--- src/rtl/debounce_pkg.sv ---
`default_nettype none
// ============================================================================
// Module      : debounce_pkg
// Description : Shared FSM state type and default timing for the multi-channel
//               debouncer.
// Revision    : 1.0 - initial release
// ============================================================================
package debounce_pkg;

    // Per-channel debounce FSM states; WAIT states qualify a pending edge
    typedef enum logic [1:0] {
        ST_DB_LOW       = 2'd0,
        ST_DB_WAIT_HIGH = 2'd1,
        ST_DB_HIGH      = 2'd2,
        ST_DB_WAIT_LOW  = 2'd3
    } estado_db_multi_t;

    // Default stability window: one second at 50 MHz
    localparam int c_time_debounce_default = 50_000_000;

endpackage
`default_nettype wire

--- src/rtl/debounce_channel.sv ---
`default_nettype none
// ============================================================================
// Module      : debounce_channel
// Description : One debounce lane: 2-flop synchronizer, four-state FSM and
//               stability counter with registered level/edge outputs.
// Revision    : 1.0 - initial release
// ============================================================================
module debounce_channel
    import debounce_pkg::*;
#(
    parameter int TIME_DEBOUNCE = c_time_debounce_default,
    parameter int CNT_WIDTH     = 32
) (
    input  logic clk_i,
    input  logic rst_i,
    input  logic i_signal,
    output logic o_level,
    output logic o_rise,
    output logic o_fall,
    output logic o_rise_set
);

    localparam logic [CNT_WIDTH-1:0] c_cnt_last = CNT_WIDTH'(TIME_DEBOUNCE - 1);

    logic [1:0]           r_sync;
    logic                 w_s;
    estado_db_multi_t     r_state;
    logic [CNT_WIDTH-1:0] r_cnt;
    logic                 r_level;
    logic                 r_rise;
    logic                 r_fall;
    logic                 w_cnt_done;

    assign w_s        = r_sync[1];
    assign w_cnt_done = (r_cnt == c_cnt_last);

    // Bring the asynchronous input into the clock domain
    always_ff @(posedge clk_i) begin
        if (!rst_i) begin
            r_sync <= 2'b00;
        end else begin
            r_sync <= {r_sync[0], i_signal};
        end
    end

    // Debounce FSM: a WAIT state must see a stable input for the full window
    always_ff @(posedge clk_i) begin
        if (!rst_i) begin
            r_state <= ST_DB_LOW;
            r_cnt   <= '0;
            r_level <= 1'b0;
            r_rise  <= 1'b0;
            r_fall  <= 1'b0;
        end else begin
            r_rise <= 1'b0;
            r_fall <= 1'b0;
            case (r_state)
                ST_DB_LOW: begin
                    if (w_s) begin
                        r_state <= ST_DB_WAIT_HIGH;
                        r_cnt   <= '0;
                    end
                end
                ST_DB_WAIT_HIGH: begin
                    if (!w_s) begin
                        r_state <= ST_DB_LOW;
                        r_cnt   <= '0;
                    end else if (w_cnt_done) begin
                        r_state <= ST_DB_HIGH;
                        r_cnt   <= '0;
                        r_level <= 1'b1;
                        r_rise  <= 1'b1;
                    end else begin
                        r_cnt <= r_cnt + 1'b1;
                    end
                end
                ST_DB_HIGH: begin
                    if (!w_s) begin
                        r_state <= ST_DB_WAIT_LOW;
                        r_cnt   <= '0;
                    end
                end
                ST_DB_WAIT_LOW: begin
                    if (w_s) begin
                        r_state <= ST_DB_HIGH;
                        r_cnt   <= '0;
                    end else if (w_cnt_done) begin
                        r_state <= ST_DB_LOW;
                        r_cnt   <= '0;
                        r_level <= 1'b0;
                        r_fall  <= 1'b1;
                    end else begin
                        r_cnt <= r_cnt + 1'b1;
                    end
                end
                default: begin
                    r_state <= ST_DB_LOW;
                    r_cnt   <= '0;
                    r_level <= 1'b0;
                end
            endcase
        end
    end

    // Strobe true on the edge that accepts a rise, so the top can register
    // its toggle state in the same cycle as o_rise
    assign o_rise_set = (r_state == ST_DB_WAIT_HIGH) && w_s && w_cnt_done;

    assign o_level = r_level;
    assign o_rise  = r_rise;
    assign o_fall  = r_fall;

endmodule
`default_nettype wire

--- src/rtl/debounce_multi.sv ---
`default_nettype none
// ============================================================================
// Module      : debounce_multi
// Description : N_CH independent debounce lanes with optional toggle-on-press
//               output mode.
// Revision    : 1.0 - initial release
// ============================================================================
module debounce_multi
    import debounce_pkg::*;
#(
    parameter int N_CH          = 4,
    parameter int TIME_DEBOUNCE = c_time_debounce_default,
    parameter int CNT_WIDTH     = 32,
    parameter int TOGGLE_MODE   = 0
) (
    input  logic            clk_i,
    input  logic            rst_i,
    input  logic [N_CH-1:0] signal_i,
    output logic [N_CH-1:0] signal_o,
    output logic [N_CH-1:0] rise_o,
    output logic [N_CH-1:0] fall_o
);

    logic [N_CH-1:0] w_level;
    logic [N_CH-1:0] w_rise_set;
    logic [N_CH-1:0] r_toggle;

    generate
        for (genvar g = 0; g < N_CH; g++) begin : g_ch
            debounce_channel #(
                .TIME_DEBOUNCE (TIME_DEBOUNCE),
                .CNT_WIDTH     (CNT_WIDTH)
            ) u_channel (
                .clk_i      (clk_i),
                .rst_i      (rst_i),
                .i_signal   (signal_i[g]),
                .o_level    (w_level[g]),
                .o_rise     (rise_o[g]),
                .o_fall     (fall_o[g]),
                .o_rise_set (w_rise_set[g])
            );
        end
    endgenerate

    // Toggle state flips on every accepted press; releases are ignored
    always_ff @(posedge clk_i) begin
        if (!rst_i) begin
            r_toggle <= '0;
        end else begin
            r_toggle <= r_toggle ^ w_rise_set;
        end
    end

    assign signal_o = (TOGGLE_MODE != 0) ? r_toggle : w_level;

endmodule
`default_nettype wire

--- config.mk ---
export PLATFORM = sky130hd
export DESIGN_NAME = debounce_multi
export DESIGN_NICKNAME = d
export VERILOG_FILES = /design/src/rtl/debounce_pkg.sv /design/src/rtl/debounce_channel.sv /design/src/rtl/debounce_multi.sv
export SDC_FILE = /design/constraint.sdc
export NUM_CORES = 1
export LEC_CHECK = 0
export BUFFER_PORTS_ARGS = -buffer_cell sky130_fd_sc_hd__buf_2
export CAP_MARGIN = 15
export CORE_ASPECT_RATIO = 2
export CORE_MARGIN = 1
export CORE_UTILIZATION = 45
export DETAILED_ROUTE_END_ITERATION = 6
export MAX_ROUTING_LAYER = met4
export PLACE_DENSITY = 0.69
export SYNTH_ARGS = -nofsm -noshare
export SYNTH_HDL_FRONTEND = slang
export SYNTH_SLANG_ARGS = --single-unit
--- constraint.sdc ---
create_clock -name clk_i -period 5.1 [get_ports clk_i]
set_input_delay 1.53 -clock clk_i [delete_from_list [all_inputs] [get_ports clk_i]]
set_output_delay 1.53 -clock clk_i [all_outputs]
set_load 0.05 [all_outputs]
# == Yosys cells after proc, flatten, opt, wreduce, memory -nomap -nowiden ==
# Cells that the tools add are included.
# classes
addsub,4
n_eq_ne,48
n_mux,76
bitwise,5
n_reduce_logical,28
# ops
cell,count
$mux 32,20
$pmux 32 s4,4
$add 32x1->32 const B,4
$eq 32x26->1 const B,4
$mux 2,24
$ne 2x1->1 const B,16
$pmux 2 s4,4
$mux 1,20
$reduce_and 5->1,4
$eq 2x2->1 const B,8
$ne 2x2->1 const B,8
$reduce_and 4->1,4
$ne 3x1->1 const B,4
$ne 3x3->1 const B,4
$reduce_and 3->1,4
$reduce_or 3->1,4
$eq 2x1->1 const B,4
$logic_not 2->1,4
$pmux 1 s2,4
$reduce_and 2->1,4
$reduce_bool 2->1,4
$not 1->1,5
# totals
register_bits,156
in_bits,6
output_inout_bits,12
elab_cells,185

# == Longest topological paths before layout ==
# Gate-level depths: netlist of run 1.
# depth
word_depth,4
ltp_mapped,9
mapped_depth_nobuf,6

# == Cells and area by module ==
# From an unflattened synthesis of run 1, not the netlist that was laid out.
# hier_totals
hier_cells,1068
hier_area_um2,8588.2
# modules_own_cells
mod,n_inst,cells_per_inst,area_per_inst_um2,seq_area_each_um2
debounce_channel (g_ch[0].u_channel ...),3,268,2147.1,780.7
debounce_channel (g_ch[3].u_channel),1,264,2147.1,780.7

# == Worst setup path before layout of run 1 ==
# OpenSTA, ideal clock, no wires.
# synth_path
path_kind,input-to-reg
start,input rst_i
end,register g_ch[1].u_channel.r_cnt[11]
setup_time_ns,0.074
t_arrival_ns,2.973
required_ns,5.026
slack_ns,2.052
cell_stages,7
path_buffers,3
cell_sequence,clkbuf_1 inv_1 nor3_1 clkbuf_1 clkbuf_1 nand3_1 a31oi_1
# synth_lines
item,line,text
from (decl),debounce_multi.sv:17,"input logic rst_i,"
to (signal assigned),debounce_channel.sv:74,r_cnt <= r_cnt + 1'b1;
to (signal assigned),debounce_channel.sv:93,r_cnt <= r_cnt + 1'b1;
to (decl),debounce_channel.sv:28,logic [CNT_WIDTH-1:0] r_cnt;

==> load_flow_metrics.sql, run 1 <==
INSERT INTO impl_metrics (metric_group, metric, value, unit) VALUES
('run_status', 'status', 'finished, final reports clean', ''),
('synth', 'synth_top_area_cell', 'sky130_fd_sc_hd__dfxtp_1', ''),
('synth', 'syn_inst', '1038', ''),
('worst_setup_path', 'cp_data_arrival_time', '3330', 'ps'),
('route', 'post_drt_via_cell_ratio', '6.32', ''),
('power', 'power_density', '288', 'mW/mm^2'),
('synth', 'synth.yosys.seq_area_share', '0.376', ''),
('worst_setup_path', 'timing.reg2reg.setup_slack', '2350', 'ps'),
('die', 'die-width', '98.0', 'um'),
('synth', 'asyncSetResetFlopFracSynth', '0', ''),
('timing', 'finalSetupTns', '0', 'ps'),
('power', 'vdd_drop_max', '0.192', 'mV'),
('global_route', 'grtUsageTotal', '0.236', ''),
('route', 'drt_first_iter_violations', '575', ''),
('global_route', 'grt_antenna_before_repair', '0', ''),
('min_path', 'worstHoldPathCells', '1', ''),
('global_route', 'grt_start_max_net_pins', '53', ''),
('clocking', 'cts_root_buffer', 'sky130_fd_sc_hd__clkbuf_16', ''),
('min_path', 'worst_hold_path_type', 'register to register', ''),
('final_layout', 'final_net_count', '1015', ''),
('clocking', 'clock_sink_count', '156', ''),
('die', 'die_y', '194', 'um'),
('timing', 'slew-limit-headroom', '0.296', ''),
('clocking', 'cts_hold_buffers', '0', ''),
('global_route', 'grt_overflow_total', '0', ''),
('run', 'maxCapViolations', '0', ''),
('clocking', 'tritoncts', 'done', ''),
('synth', 'synth_top_cell_area_share', '0.376', ''),
('worst_setup_path', 'cpLargestDelayFamily', 'simple AND/OR/NAND/NOR gates', ''),
('synth', 'synthesis.area', '0.00830', 'mm^2'),
('global_route', 'grt_first_pass_wirelength', '35.4', 'mm'),
('clocking', 'post_cts_resize_count', '0', ''),
('route', 'wl_per_cell', '17.2', 'um'),
('worst_setup_path', 'crit_chain', 'buf_2, inv_1, nor2_2, nand2_1, o31ai_1', ''),
('timing', 'fmax', '0.335', 'GHz'),
('worst_setup_path', 'critPathBufInv', '2', ''),
('synth', 'ys_dominant_reg_cell', 'sky130_fd_sc_hd__dfxtp_1', ''),
('timing', 'setup_repair_after_global_routing_missed_its_margin', 'false', ''),
('worst_setup_path', 'timing.critical_path.slowest_cell_delay', '760', 'ps'),
('timing', 'post-route-period-util', '0.586', ''),
('worst_setup_path', 'slowest_stage_cell_on_the_critical_path', 'sky130_fd_sc_hd__nor2_2', ''),
('synth', 'synth_commonest_cells', '156 x sky130_fd_sc_hd__dfxtp_1, 99 x sky130_fd_sc_hd__a31oi_1, 87 x sky130_fd_sc_hd__nand2_1, 85 x sky130_fd_sc_hd__nand3_1, 74 x sky130_fd_sc_hd__nor2_1', ''),
('synth', 'yosys.cell_count.top_type', 'sky130_fd_sc_hd__dfxtp_1', ''),
('timing', 'fin_ws', '2110', 'ps'),
('clocking', 'clk_transition_reported_paths', '60', 'ps'),
('worst_setup_path', 'regToRegEndpoint', 'g_ch[1].u_channel.r_cnt[9]', ''),
('synth', 'mappedNetlistNets', '1048', ''),
('worst_setup_path', 'worst-endpoint-required', '5440', 'ps'),
('clocking', 'cts-htree-levels', '4', ''),
('clocking', 'post-cts-setup-buffer-count', '0', ''),
('min_path', 'whs_endpoint', 'g_ch[0].u_channel.r_sync[1]', ''),
('final_layout', 'antenna-diode-count', '0', ''),
('route', 'detail_route.first_pass.iterations', '5', ''),
('die', 'floorplan.die_area', '0.0190', 'mm^2'),
('synth', 'netlist_top_cells_area', 'sky130_fd_sc_hd__dfxtp_1 38%, sky130_fd_sc_hd__a31oi_1 7.5%, sky130_fd_sc_hd__nand3_1 5.1%', ''),
('power', 'static-leakage-power', '2.74', 'nW'),
('die', 'coreArea', '0.0179', 'mm^2'),
('placement', 'finalWeightedCongestion', '0.895', ''),
('final_layout', 'drive_gt1_frac', '0.0747', ''),
('placement', 'dp_wirelength', '14.9', 'mm'),
('worst_setup_path', 'worstPathMaxFanout', '19', ''),
('die', 'num_io_pins', '18', ''),
('clocking', 'numCtsBuffers', '17', ''),
('final_layout', 'areaGrowthSynthToFinish', '7.81', '%'),
('route', 'post-route-drc-count', '0', ''),
('worst_setup_path', 'reg2reg_from', 'g_ch[1].u_channel.r_cnt[0]', ''),
('clocking', 'insertion_delay', '440', 'ps'),
('worst_setup_path', 'worst-r2r-cell-count', '7', ''),
('timing', 'finalWorstPathRequiredPeriod', '2990', 'ps'),
('placement', 'pre_cts_ws', '1670', 'ps'),
('route', 'route.antenna.remaining_nets', '0', '');
-- logic make-up (layout without fill, tap and decap cells) --
group	count (synthesis)	after routing	synth area share
adder cells (fa/ha/maj)	4	4	0.00603
AND/OR/NAND/NOR	517	517	0.348
buffers and inverters	114	94	0.0615
multiplexers	14	14	0.0169
XOR/XNOR	38	38	0.0401
AO/OA/AOI/OAI	195	195	0.151
flip-flops	156	156	0.376
-- registers in the layout, summed over array words and instances (netlist names), named ones only --
register                cells
g_ch.u_channel.o_fall       4
g_ch.u_channel.o_level      4
g_ch.u_channel.o_rise       4
g_ch.u_channel.r_cnt      128
g_ch.u_channel.r_state      4
g_ch.u_channel.r_sync       8
-- layout by cell type, fill, tap and decap left out, drive strengths merged, types with 2 or more instances in the layout --
| cell type | Yosys | final |
|---|---|---|
| o31a | 4 | 4 |
| or3 | 12 | 12 |
| nand4 | 59 | 59 |
| clkbuf | 51 | 18 |
| a31oi | 99 | 99 |
| nand3b | 31 | 31 |
| dfxtp | 156 | 156 |
| or4b | 6 | 6 |
| a32oi | 2 | 2 |
| or2 | 4 | 4 |
| mux2i | 14 | 14 |
| inv | 33 | 40 |
| nor4 | 36 | 36 |
| o22ai | 9 | 9 |
| and4 | 21 | 21 |
| xor2 | 10 | 10 |
| nor3 | 32 | 32 |
| and2 | 19 | 19 |
| a41oi | 10 | 10 |
| or4 | 6 | 6 |
| and3 | 24 | 24 |
| nand4b | 2 | 2 |
| nor4b | 7 | 7 |
| clkinv | 0 | 5 |
| a21oi | 18 | 18 |
| nor2b | 5 | 5 |
| ha | 4 | 4 |
| o21ai | 27 | 27 |
| buf | 30 | 29 |
| xnor2 | 28 | 28 |
| nor2 | 74 | 74 |
| nand3 | 85 | 85 |
| nor4bb | 4 | 4 |
| o2111ai | 4 | 4 |
| o211ai | 13 | 13 |
| o31ai | 2 | 2 |
| nor3b | 3 | 3 |
| nand2 | 87 | 87 |
-- routing by layer --
metal,vias to the layer above,part of all wire,global-route usage
met2,163,0.55,0.442
met1,3711,0.39,0.230
met4,0,0.035,0.128
li1,3848,-,-
met5,-,0,-
met3,53,0.024,0.0285
-- report_power, final --
group	internal, mW	leakage (nW)	total [mW]	switching [mW]
clock network	0.695	0.286	1.27	0.577
logic	0.0198	1.20	0.0777	0.0579
registers	1.22	1.26	1.23	0.00646
total	1.94	2.74	2.58	0.641
-- metrics by stage --
step / util / area, um^2 / cells / hold slack (ps) / power, mW
floorplan: - / 8300 / 1038 / 412 / 1.32
global placement: 0.468 / 8360 / 1199 / 418 / 1.34
detailed placement: 0.468 / 8360 / 1199 / 423 / 1.34
CTS: 0.501 / 8950 / 1231 / 438 / 2.60
global route: 0.501 / 8950 / 1231 / 442 / 2.66
finish: 0.501 / 8950 / 1231 / 433 / 2.58
-- final cells by class --
| type | count | area [um^2] |
|---|---|---|
| Multi-Input combinational cell | 768 | 4670 |
| Clock buffer | 18 | 429 |
| Tap cell | 213 | 267 |
| Timing Repair Buffer | 29 | 175 |
| Inverter | 33 | 124 |
| Sequential cell | 156 | 3120 |
| Clock inverter | 14 | 156 |
| Fill cell | 1718 | 8920 |
-- worst max path at each step --
stage / start / end / slack, ps / cells after the start
3_5_place_dp: rst_i / g_ch[0].u_channel.r_cnt[13] / 1670 / 5
5_1_grt: rst_i / g_ch[0].u_channel.r_cnt[17] / 1960 / 5
6_report: rst_i / g_ch[0].u_channel.r_cnt[13] / 2110 / 5
3_3_place_gp: rst_i / g_ch[0].u_channel.r_cnt[17] / 1720 / 5
4_1_cts: rst_i / g_ch[0].u_channel.r_cnt[13] / 2110 / 5
2_1_floorplan: rst_i / g_ch[1].u_channel.r_cnt[11] / 2050 / 7
(Power assumes the default switching activity.)
==> run 2: changes to the inputs <==
- PLACE_DENSITY: 0.69 -> 0.72
- clock period: 5.1 -> 2.4 ns (I/O delays scaled with it)
==> load_flow_metrics.sql, run 2 (same netlist as run 1, synthesis figures left out) <==
INSERT INTO impl_metrics (metric_group, metric, value, unit) VALUES
('die', 'die-width', '98.0', 'um'),
('global_route', 'grt_antenna_before_repair', '0', ''),
('die', 'rows', '69', ''),
('route', 'post_drt_via_cell_ratio', '6.32', ''),
('clocking', 'insertion_delay', '430', 'ps'),
('clocking', 'cts_hold_buffers', '0', ''),
('route', 'route.vias.total', '8002', ''),
('worst_setup_path', 'worstPathMaxFanout', '16', ''),
('die', 'num_io_pins', '18', ''),
('worst_setup_path', 'cpMostUsedCell', 'sky130_fd_sc_hd__or3_1', ''),
('final_layout', 'reg.largest.list', 'g_ch.u_channel.r_cnt: 128 flops, g_ch.u_channel.r_sync: 8 flops', ''),
('timing', 'fmax', '0.443', 'GHz'),
('placement', 'dp.cells', '1234', ''),
('placement', 'buffer_ports.inserted', '17', ''),
('run_status', 'status', 'complete, but fails checks', ''),
('worst_setup_path', 'crit_chain', 'ha_1, nand4_2, or3_1, or3_1, buf_4, nand2_1, o22ai_1', ''),
('power', 'finalPower', '5.91', 'mW'),
('worst_setup_path', 'worst_setup_path_start_kind', 'register', ''),
('global_route', 'grt_first_pass_wirelength', '35.2', 'mm'),
('global_route', 'vias_in_the_first_global_route', '7592', ''),
('timing', 'setup_repair_after_global_routing_missed_its_margin', 'false', ''),
('final_layout', 'final_cell_area', '0.00937', 'mm^2'),
('final_layout', 'areaGrowthSynthToFinish', '12.9', '%'),
('placement', 'finalWeightedCongestion', '0.926', ''),
('clocking', 'clock_tree.buffer_depth', '2', ''),
('final_layout', 'final_net_count', '1050', ''),
('clocking', 'clk_transition_reported_paths', '60', 'ps'),
('global_route', 'grt_overflow_total', '0', ''),
('timing', 'holdWs', '431', 'ps'),
('power', 'vdd_drop_max', '0.372', 'mV'),
('final_layout', 'largest_register_ff_count', '128', ''),
('placement', 'placedInstanceArea', '0.00868', 'mm^2'),
('global_route', 'grt_start_max_net_pins', '49', ''),
('power', 'static-leakage-power', '2.99', 'nW'),
('worst_setup_path', 'critPathBufInv', '1', ''),
('route', 'postRouteWirelength', '21.5', 'mm'),
('final_layout', 'stdcell_count', '1266', ''),
('timing', 'worst-slew-pin-transition', '1080', 'ps'),
('worst_setup_path', 'worst-endpoint-required', '2700', 'ps'),
('run_status', 'failed_checks', 'DRC', ''),
('run', 'maxCapViolations', '0', ''),
('final_layout', 'max_flop_register', 'g_ch.u_channel.r_cnt', ''),
('die', 'floorplan.die_area', '0.0190', 'mm^2'),
('worst_setup_path', 'timing.critical_path.slowest_cell_delay', '460', 'ps'),
('worst_setup_path', 'timing_worst_setup_path_type', 'register to register', ''),
('timing', 'fin_ws', '143', 'ps'),
('global_route', 'grtUsageTotal', '0.233', ''),
('clocking', 'numCtsBuffers', '17', ''),
('worst_setup_path', 'crit_path_end_kind', 'register', ''),
('worst_setup_path', 'cpLargestDelayFamily', 'simple AND/OR/NAND/NOR gates', ''),
('die', 'coreArea', '0.0179', 'mm^2'),
('clocking', 'cts-htree-levels', '4', ''),
('route', 'wl_per_cell', '17.0', 'um'),
('die', 'floorplan.initialDensity', '0.464', ''),
('clocking', 'clock_sink_count', '156', ''),
('clocking', 'tritoncts', 'done', ''),
('die', 'die_y', '194', 'um'),
('worst_setup_path', 'slowest_stage_cell_on_the_critical_path', 'sky130_fd_sc_hd__or3_1', ''),
('timing', 'finalSetupTns', '0', 'ps'),
('timing', 'final.setup_skew', '8.42', 'ps'),
('final_layout', 'drive_gt1_frac', '0.107', ''),
('timing', 'finalWorstPathRequiredPeriod', '2260', 'ps'),
('final_layout', 'final_core_utilization', '0.524', ''),
('clocking', 'cts_root_buffer', 'sky130_fd_sc_hd__clkbuf_16', ''),
('timing', 'post-route-period-util', '0.941', ''),
('min_path', 'worst_hold_path_type', 'register to register', ''),
('route', 'detail_route.first_pass.iterations', '7', ''),
('route', 'post-route-drc-count', '3', ''),
('worst_setup_path', 'cp_data_arrival_time', '2560', 'ps'),
('clocking', 'post_cts_resize_count', '0', ''),
('route', 'route.antenna.remaining_nets', '0', ''),
('timing', 'report.final.slew_viol_count', '0', ''),
('timing', 'slew-limit-headroom', '0.275', ''),
('placement', 'pre_cts_ws', '113', 'ps'),
('placement', 'dp_wirelength', '15.1', 'mm'),
('timing', 'setup_viol', '0', ''),
('final_layout', 'layout_common_cells', '156 x sky130_fd_sc_hd__dfxtp_1, 99 x sky130_fd_sc_hd__a31oi_1, 87 x sky130_fd_sc_hd__nand2_1', ''),
('route', 'drt_first_iter_violations', '435', ''),
('power', 'power_density', '631', 'mW/mm^2'),
('final_layout', 'antenna-diode-count', '0', ''),
('final_layout', 'final_common_cell', 'sky130_fd_sc_hd__dfxtp_1', ''),
('timing', 'final_hold_viol_count', '0', ''),
('clocking', 'post-cts-setup-buffer-count', '0', '');
==> run 2: cell count changes in the layout (fill, tap and decap cells not counted), sizes merged <==
cell / delta
buf: +35
inv: -7
bufinv: +5
clkbuf: +3
clkinvlp: -1
==> run 2: layout make-up <==
| class | instances | area (um^2) |
|---|---|---|
| tap | 213 | 267 |
| clock buffer | 21 | 470 |
| multi-input combinational | 768 | 4680 |
| sequential | 156 | 3120 |
| timing repair buffer | 64 | 488 |
| clock inverter | 11 | 213 |
| inverter | 33 | 124 |
| fill | 1655 | 8500 |
==> run 2: worst register-to-register path: stages, from the launching register on <==
cell and delay [ps]:
sky130_fd_sc_hd__dfxtp_1 330, sky130_fd_sc_hd__ha_1 180, sky130_fd_sc_hd__nand4_2 140, sky130_fd_sc_hd__or3_1 420, sky130_fd_sc_hd__or3_1 460, sky130_fd_sc_hd__buf_4 220
sky130_fd_sc_hd__nand2_1 250, sky130_fd_sc_hd__o22ai_1 140
==> run 2: routing by layer <==
layer | track usage | share of wire
met3 | 0.0342 | 0.036
met5 | - | 0
met1 | 0.229 | 0.38
met2 | 0.415 | 0.53
met4 | 0.159 | 0.054
==> run 2: power breakdown <==
group	internal (mW)	switching, mW
Sequential	2.60	0.0136
Combinational	0.0560	0.125
Clock	2.03	1.08
Total	4.69	1.22
==> run 2: final timing paths <==
path	start	to	slack (ps)	cells after the start
min	g_ch[0].u_channel.r_sync[0]	g_ch[0].u_channel.r_sync[1]	430	1
min reg2reg	g_ch[0].u_channel.r_sync[0]	g_ch[0].u_channel.r_sync[1]	430	1
max	g_ch[0].u_channel.r_cnt[1]	g_ch[0].u_channel.r_cnt[8]	140	7
max reg2reg	g_ch[0].u_channel.r_cnt[1]	g_ch[0].u_channel.r_cnt[8]	140	7
==> run 3: changes to the inputs <==
- CORE_MARGIN: 1 -> unset
- CORE_UTILIZATION: 45 -> 35
- PLACE_DENSITY: 0.72 -> 0.6
==> load_flow_metrics.sql, run 3 (same netlist as run 1, synthesis figures left out) <==
INSERT INTO impl_metrics (metric_group, metric, value, unit) VALUES
('min_path', 'worst_hold_path_type', 'register to register', ''),
('worst_setup_path', 'crit_chain', 'ha_1, nand3_1, or4_1, nor3_1, nand3b_1, a31oi_1', ''),
('placement', 'finalWeightedCongestion', '0.862', ''),
('timing', 'finalWorstPathRequiredPeriod', '2270', 'ps'),
('clocking', 'post_cts_resize_count', '0', ''),
('final_layout', 'drive_gt1_frac', '0.111', ''),
('timing', 'final.setup_skew', '9.29', 'ps'),
('timing', 'slew-limit-headroom', '0.320', ''),
('route', 'route.antenna.remaining_nets', '0', ''),
('die', 'num_io_pins', '18', ''),
('worst_setup_path', 'worstPathMaxFanout', '7', ''),
('final_layout', 'final_cell_area', '0.00944', 'mm^2'),
('final_layout', 'final_core_utilization', '0.406', ''),
('run', 'maxCapViolations', '0', ''),
('global_route', 'vias_in_the_first_global_route', '7839', ''),
('worst_setup_path', 'regToRegEndpoint', 'g_ch[3].u_channel.r_cnt[24]', ''),
('die', 'rows', '79', ''),
('power', 'finalPower', '5.68', 'mW'),
('final_layout', 'largest_register_ff_count', '128', ''),
('final_layout', 'max_flop_register', 'g_ch.u_channel.r_cnt', ''),
('route', 'route.vias.total', '7949', ''),
('worst_setup_path', 'crit_path_end_kind', 'register', ''),
('timing', 'holdWs', '439', 'ps'),
('worst_setup_path', 'cpLargestDelayFamily', 'simple AND/OR/NAND/NOR gates', ''),
('route', 'post-route-drc-count', '0', ''),
('global_route', 'grt_antenna_before_repair', '0', ''),
('global_route', 'grtUsageTotal', '0.198', ''),
('placement', 'pre_cts_ws', '177', 'ps'),
('global_route', 'grt_start_max_net_pins', '46', ''),
('clocking', 'clk_transition_reported_paths', '70', 'ps'),
('timing', 'finalSetupTns', '0', 'ps'),
('global_route', 'gr-max-usage-layer', 'met2', ''),
('final_layout', 'final_net_count', '1055', ''),
('timing', 'fin_ws', '129', 'ps'),
('die', 'floorplan.initialDensity', '0.357', ''),
('global_route', 'grt.met1_usage', '0.189', ''),
('timing', 'report.final.slew_viol_count', '0', ''),
('clocking', 'cts_root_buffer', 'sky130_fd_sc_hd__clkbuf_16', ''),
('worst_setup_path', 'setup.worst_path.start', 'g_ch[3].u_channel.r_cnt[0]', ''),
('clocking', 'numCtsBuffers', '17', ''),
('worst_setup_path', 'worst-endpoint-required', '2720', 'ps'),
('worst_setup_path', 'timing.critical_path.slowest_cell_delay', '700', 'ps'),
('placement', 'dp.cells', '1309', ''),
('placement', 'placedInstanceArea', '0.00883', 'mm^2'),
('die', 'die_y', '220', 'um'),
('final_layout', 'final_common_cell', 'sky130_fd_sc_hd__dfxtp_1', ''),
('worst_setup_path', 'slowest_stage_cell_on_the_critical_path', 'sky130_fd_sc_hd__or4_1', ''),
('final_layout', 'stdcell_count', '1340', ''),
('clocking', 'cts_hold_buffers', '0', ''),
('die', 'floorplan.die_area', '0.0244', 'mm^2'),
('global_route', 'grt_overflow_total', '0', ''),
('power', 'vdd_drop_max', '0.520', 'mV'),
('placement', 'dp_wirelength', '16.0', 'mm'),
('final_layout', 'reg.largest.list', 'g_ch.u_channel.r_cnt: 128 flops, g_ch.u_channel.r_sync: 8 flops', ''),
('worst_setup_path', 'cp_data_arrival_time', '2590', 'ps'),
('final_layout', 'areaGrowthSynthToFinish', '13.8', '%'),
('worst_setup_path', 'crit_end', 'g_ch[3].u_channel.r_cnt[24]', ''),
('timing', 'worst-slew-pin-transition', '1020', 'ps'),
('timing', 'setup_repair_after_global_routing_missed_its_margin', 'false', ''),
('clocking', 'post-cts-setup-buffer-count', '0', ''),
('global_route', 'grtUsageMet3', '0.0369', ''),
('route', 'postRouteWirelength', '22.5', 'mm'),
('global_route', 'use_met2', '0.365', ''),
('die', 'coreArea', '0.0232', 'mm^2'),
('worst_setup_path', 'timing.reg2reg.setup_slack', '130', 'ps'),
('clocking', 'clock_tree.buffer_depth', '2', ''),
('run_status', 'status', 'finished, final reports clean', ''),
('worst_setup_path', 'worst-r2r-cell-count', '6', ''),
('final_layout', 'layout_common_cells', '156 x sky130_fd_sc_hd__dfxtp_1, 99 x sky130_fd_sc_hd__a31oi_1, 87 x sky130_fd_sc_hd__nand2_1', ''),
('power', 'static-leakage-power', '2.99', 'nW'),
('route', 'detail_route.first_pass.iterations', '6', ''),
('clocking', 'clock_sink_count', '156', ''),
('timing', 'post-route-period-util', '0.946', ''),
('worst_setup_path', 'timing_worst_setup_path_type', 'register to register', ''),
('worst_setup_path', 'critical_path_depth', '6', ''),
('timing', 'fmax', '0.440', 'GHz'),
('timing', 'setup_viol', '0', ''),
('placement', 'buffer_ports.inserted', '17', ''),
('clocking', 'insertion_delay', '440', 'ps'),
('route', 'wl_per_cell', '16.8', 'um'),
('route', 'drt_first_iter_violations', '434', ''),
('worst_setup_path', 'reg2reg_from', 'g_ch[3].u_channel.r_cnt[0]', ''),
('worst_setup_path', 'critPathBufInv', '0', ''),
('die', 'die-width', '111', 'um'),
('global_route', 'grt_first_pass_wirelength', '38.0', 'mm'),
('worst_setup_path', 'worst_setup_path_start_kind', 'register', ''),
('route', 'post_drt_via_cell_ratio', '5.93', ''),
('clocking', 'cts-htree-levels', '4', ''),
('timing', 'final_hold_viol_count', '0', ''),
('clocking', 'tritoncts', 'done', ''),
('power', 'power_density', '601', 'mW/mm^2'),
('final_layout', 'antenna-diode-count', '0', '');
[run 3: cell count changes in the layout (fill, tap and decap cells not counted), moves of 2 or more]
cell / previous run / this run
sky130_fd_sc_hd__buf_12: 4 / 6
sky130_fd_sc_hd__buf_4: 43 / 46
sky130_fd_sc_hd__bufinv_16: 6 / 3
sky130_fd_sc_hd__inv_6: 0 / 4
[run 3: how the worst min path moves through the flow]
stage | from | endpoint | slack [ps] | depth (start not counted)
after global routing | g_ch[0].u_channel.r_sync[0] | g_ch[0].u_channel.r_sync[1] | 460 | 1
final | g_ch[0].u_channel.r_sync[0] | g_ch[0].u_channel.r_sync[1] | 440 | 1
after detailed placement | g_ch[0].u_channel.r_sync[0] | g_ch[0].u_channel.r_sync[1] | 430 | 1
after CTS | g_ch[0].u_channel.r_sync[0] | g_ch[0].u_channel.r_sync[1] | 440 | 1
after global placement | g_ch[0].u_channel.r_sync[0] | g_ch[0].u_channel.r_sync[1] | 430 | 1
after floorplan | g_ch[0].u_channel.r_sync[0] | g_ch[0].u_channel.r_sync[1] | 410 | 1
[run 3: layout make-up]
cell class,count,area (um^2)
inverter,33,124
clock buffer,19,453
clock inverter,12,160
timing repair buffer,69,551
fill,2326,13800
tap,283,354
sequential,156,3120
multi-input combinational,768,4680
[run 3: report_power, final]
group | leakage, nW | switching, mW | internal (mW)
clock | 0.301 | 1.17 | 1.70
combinational | 1.43 | 0.133 | 0.0628
sequential | 1.26 | 0.0144 | 2.60
[run 3: layer usage]
| metal | share of wire | wire length [um] |
|---|---|---|
| met1 | 0.38 | 8500 |
| met2 | 0.54 | 12100 |
| met3 | 0.035 | 784 |
| met4 | 0.049 | 1100 |
| met5 | 0 | 0 |
[run 3: worst register-to-register path, stage by stage, from the launching register on]
cell                       delay (ps)
sky130_fd_sc_hd__dfxtp_1          420
sky130_fd_sc_hd__ha_1             260
sky130_fd_sc_hd__nand3_1          160
sky130_fd_sc_hd__or4_1            700
sky130_fd_sc_hd__nor3_1           380
sky130_fd_sc_hd__nand3b_1         150
sky130_fd_sc_hd__a31oi_1           70
